[src/rtl/updown_counter_mod.sv]
// Modulo-N up/down counter with programmable step, load, wrap/saturate boundary mode
// and registered boundary-crossing (ovf) and illegal-value (err) pulses.
module updown_counter_mod #(
    parameter int unsigned WIDTH   = 8,
    parameter int unsigned MODULUS = 200
) (
    input  logic             clk,
    input  logic             reset,
    input  logic             load,
    input  logic             en,
    input  logic             ud,
    input  logic             sat,
    input  logic [WIDTH-1:0] step,
    input  logic [WIDTH-1:0] data_in,
    output logic [WIDTH-1:0] data_out,
    output logic             ovf,
    output logic             err,
    output logic             at_max,
    output logic             at_min
);

    // One extra bit so MODULUS == 2^WIDTH and up-count sums compare without truncation.
    localparam logic [WIDTH:0]   ModExt = (WIDTH + 1)'(MODULUS);
    localparam logic [WIDTH:0]   MaxExt = (WIDTH + 1)'(MODULUS - 1);
    localparam logic [WIDTH-1:0] MaxVal = WIDTH'(MODULUS - 1);

    logic [WIDTH-1:0] data_q, data_d;
    logic             ovf_q, ovf_d;
    logic             err_q, err_d;

    logic [WIDTH:0] data_ext;
    logic [WIDTH:0] step_ext;
    logic [WIDTH:0] din_ext;
    logic [WIDTH:0] sum;

    always_comb begin
        data_d   = data_q;
        ovf_d    = 1'b0;
        err_d    = 1'b0;
        data_ext = {1'b0, data_q};
        step_ext = {1'b0, step};
        din_ext  = {1'b0, data_in};
        sum      = data_ext + step_ext;

        if (load) begin
            if (din_ext >= ModExt) begin
                data_d = MaxVal;
                err_d  = 1'b1;
            end else begin
                data_d = data_in;
            end
        end else if (en && (step_ext != '0)) begin
            if (step_ext >= ModExt) begin
                err_d = 1'b1;
            end else if (ud) begin
                if (sum > MaxExt) begin
                    ovf_d  = 1'b1;
                    data_d = sat ? MaxVal : WIDTH'(sum - ModExt);
                end else begin
                    data_d = WIDTH'(sum);
                end
            end else begin
                if (step_ext > data_ext) begin
                    ovf_d  = 1'b1;
                    // data + MODULUS - step stays below MODULUS since data < step < MODULUS.
                    data_d = sat ? '0 : WIDTH'(data_ext + ModExt - step_ext);
                end else begin
                    data_d = WIDTH'(data_ext - step_ext);
                end
            end
        end
    end

    always_ff @(posedge clk or negedge reset) begin
        if (!reset) begin
            data_q <= '0;
            ovf_q  <= 1'b0;
            err_q  <= 1'b0;
        end else begin
            data_q <= data_d;
            ovf_q  <= ovf_d;
            err_q  <= err_d;
        end
    end

    assign data_out = data_q;
    assign ovf      = ovf_q;
    assign err      = err_q;
    assign at_max   = (data_q == MaxVal);
    assign at_min   = (data_q == '0);

endmodule

[config.mk]
export PLATFORM = sky130hd
export DESIGN_NAME = updown_counter_mod
export DESIGN_NICKNAME = d
export VERILOG_FILES = /design/src/rtl/updown_counter_mod.sv
export SDC_FILE = /design/constraint.sdc
export NUM_CORES = 1
export LEC_CHECK = 0
export ABC_AREA = 1
export CORE_MARGIN = 3
export CORE_UTILIZATION = 42
export CTS_BUF_LIST = sky130_fd_sc_hd__clkbuf_4 sky130_fd_sc_hd__clkbuf_8 sky130_fd_sc_hd__clkbuf_16
export DETAILED_ROUTE_END_ITERATION = 10
export DONT_BUFFER_PORTS = 1
export GPL_TIMING_DRIVEN = 0
export SLEW_MARGIN = 20
export SYNTH_ARGS = -nofsm -noshare
export SYNTH_HDL_FRONTEND = slang
export SYNTH_SLANG_ARGS = --single-unit
export TNS_END_PERCENT = 5
[constraint.sdc]
create_clock -name clk -period 6.1 [get_ports clk]
set_input_delay 1.525 -clock clk [delete_from_list [all_inputs] [get_ports clk]]
set_output_delay 1.525 -clock clk [all_outputs]
set_load 0.05 [all_outputs]
==> key figures <==
Global routing
  • Initial antenna violation count: 0
  • Largest net degree at the start of global routing: 11
  • First-pass GRT wire length: 10,500 um
  • Gr ovfl total: 0
  • Total track usage: 0.217
  • Vias in the first global route: roughly 2,200

Cells and area
  • Final instance count without filler cells: around 410
  • Share of cells above drive strength 1: 0.124
  • Ant diodes: 0
  • Util after Layout: 0.476
  • Area growth, synth to finish: 7.14%
  • Nets: between 400 and 500
  • Finished Cell Area: 2290 um2

Clocking
  • CTS Buf Count: 3
  • Hold Buf Count CTS: 0
  • Clk slew on worst S/H paths: roughly 50 ps
  • Clk_lat worst skew: 230 ps
  • Clock root buffer: clkbuf_8
  • CTS resizes: 0
  • TritonCTS clock tree: yes
  • H-tree depth: 1
  • CTS Buffer Depth: 2
  • Post-CTS setup repair buffer count: 0
  • # clock sinks: 10

Job
  • Maxcap violations: 0

Power and ir drop
  • Total Power: about 0.70 mW
  • Power Dens Cells: between 300 and 400 nW/um2
  • Peak supply drop: between 0.15 and 0.2 mV
  • P_leak: between 1 and 1.5 nW

Drt
  • Routed wire length: just over 6000 um
  • Antenna-violating nets left: 0
  • Vias per inst: roughly 5.3
  • DRC: 0
  • 1st-iter DRT viols: 177
  • Via count: 2,194
  • Wire per inst: 15.0 um
  • TritonRoute pass-1 iters: 5

Timing
  • Final Setup Violations: 0
  • Crit path time final: about 3500 ps
  • FMAX: 288 MHz
  • Unrepaired setup endpoints after global routing: false
  • Slew Limit Fails: 0
  • Slew @ Worst Pin: approximately 790 ps
  • Layout Skew: about 5.9 ps
  • Fin crit share: 0.570
  • Hold Worst Slack: 882 ps
  • Final worst setup slack: between 2000 and 3000 ps
  • Fin. Hold Viols: 0
  • Setup TNS: 0 ps
  • Slew HR: 0.472

Synthesis
  • Seq/Total Area, Yosys: 0.117
  • Post-synth cell types: 40
  • Mapped cell area: 2140 um2
  • Syn_nets: roughly 400
  • Synth area leader: nand2_1
  • Post-synth EDFFs: 0
  • Post-synth top area share: 0.165
  • Ys async rst share: 1.00
  • Synthesis warning total: 0
  • Primary FF master, synth: dfrtp_1
  • Syn Inst Count: around 340
  • #FFs+latches synth: 10
  • Largest cells by area after synthesis: nand2_1 (17%), ha_1 (15%), dfrtp_1 (12%)
  • Mean post-synth cell area: 6.27 um2

Die
  • Die height: slightly below 80 um
  • Die ar.: 5980 um2
  • Die X: just under 80 um
  • I/O pins: 34
  • Core area: just under 5000 um2
  • # rows: 25
  • Initial core utilization: 0.444

Critical path
  • CP Class: in2reg
  • CP startpoint kind: input pin
  • Critical Path RT: between 6000 and 7000 ps
  • Crit Path Max Fanout: 6
  • Worst setup EP type: flip-flop
  • Cells on worst reg2reg path: 14
  • Internal reg-to-reg setup slack: 3190 ps
  • Critical Path AT: between 3000 and 4000 ps

Placed design
  • IO Port Bufs: 0
  • Place WS: approximately 2400 ps
  • Post-Place Cell Area: about 2200 um2
  • Dpl cells: between 400 and 500
  • GPL Wtd Cong: approximately 0.97
  • Post-DP HPWL: between 5000 and 6000 um

Run status
  • Status: complete, no violations

Hold path
  • Hold Path Depth: 2
  • HP Class: reg2reg
-- critical path: stages --
cell	delay, ps
ha_1	230
fa_1	440
nand2_2	110
nand2_1	80
nand2_1	60
nand2_1	60
nand2_2	100
ha_1	220
nand2_1	70
nand2_1	60
nand2_1	90
nand2_4	110
nand2_4	90
nand2_1	80
nand2_1	60
nand2_1	60
nand2_1	50
nand2_1	50
nand2_1	40
-- cell usage after synthesis (2+ instances only) --
cell type   n
nor4_1      3
nor2_1     29
o21ai_0    10
or2_2       2
inv_2       6
fa_1        7
nand2_4     3
buf_6       2
ha_1       25
a21oi_2     6
a21oi_1    12
nand2_1    94
o211ai_1    2
nand2_2     9
inv_1      48
nand4_1    12
xor2_1      2
dfrtp_1    10
nand3_1    38
-- area by class of cell --
cell class | count | area (um2)
Timing Repair Buffer | 2 | 15.0
Sequential cell | 10 | 250
Tap cell | 67 | 83.8
Inverter | 55 | 206
Fill cell | 555 | 2530
Clock buffer | 3 | 41.3
Multi-Input combinational cell | 272 | 1660
Buffer | 4 | 33.8
-- registers in the layout, indices dropped and copies added, names as in the netlist --
register	flops
data_out	8
err	1
ovf	1
-- kinds of logic (layout without fill, tap and decap cells) --
group / Yosys count / after routing / synth area share
AO/OA/AOI/OAI: 39 / 39 / 0.121
buffers and inverters: 59 / 64 / 0.112
flip-flops: 10 / 10 / 0.117
adder cells (fa/ha/maj): 32 / 32 / 0.212
XOR/XNOR: 3 / 3 / 0.0123
AND/OR/NAND/NOR: 198 / 198 / 0.425
-- cell usage in the layout, fill, tap and decap left out, types with 2 or more instances in the layout --
cell | Yosys | final
nand2_1 | 94 | 94
inv_1 | 48 | 48
nand3_1 | 38 | 38
nor2_1 | 29 | 29
ha_1 | 25 | 25
nand4_1 | 12 | 12
a21oi_1 | 12 | 12
o21ai_0 | 10 | 10
dfrtp_1 | 10 | 10
nand2_2 | 9 | 9
fa_1 | 7 | 7
inv_2 | 6 | 6
a21oi_2 | 6 | 6
nand2_4 | 3 | 3
buf_4 | 1 | 3
clkbuf_8 | 0 | 3
buf_6 | 2 | 2
or2_2 | 2 | 2
nor4_2 | 0 | 2
o211ai_1 | 2 | 2
xor2_1 | 2 | 2
-- power breakdown --
group	switching, mW	internal (mW)	leakage (nW)	total [mW]
clock	0.0227	0.0429	0.0216	0.0657
combinational	0.313	0.179	1.08	0.492
sequential	0.0701	0.0772	0.122	0.147
total	0.406	0.299	1.23	0.705
-- per-layer routing --
metal  track usage  share of wire  wire [um]  vias to the layer above
met2         0.358           0.45       2810                       68
met5             0              0          0                        -
met1         0.311           0.48       2980                     1001
met4        0.0231         0.0050         31                        0
met3        0.0302          0.059        366                        4
li1              -              -          -                     1121
-- path summary, 6_finish.rpt --
kind | from | endpoint
setup reg to reg | data_out[0] | data_out[7]
hold / removal | data_out[2] | data_out[2]
setup / recovery | step[0] | data_out[7]
hold reg to reg | data_out[2] | data_out[2]
max in group asynchronous | reset | data_out[4]
min in group asynchronous | reset | err
Note: power is estimated with default switching activity, not from simulation.
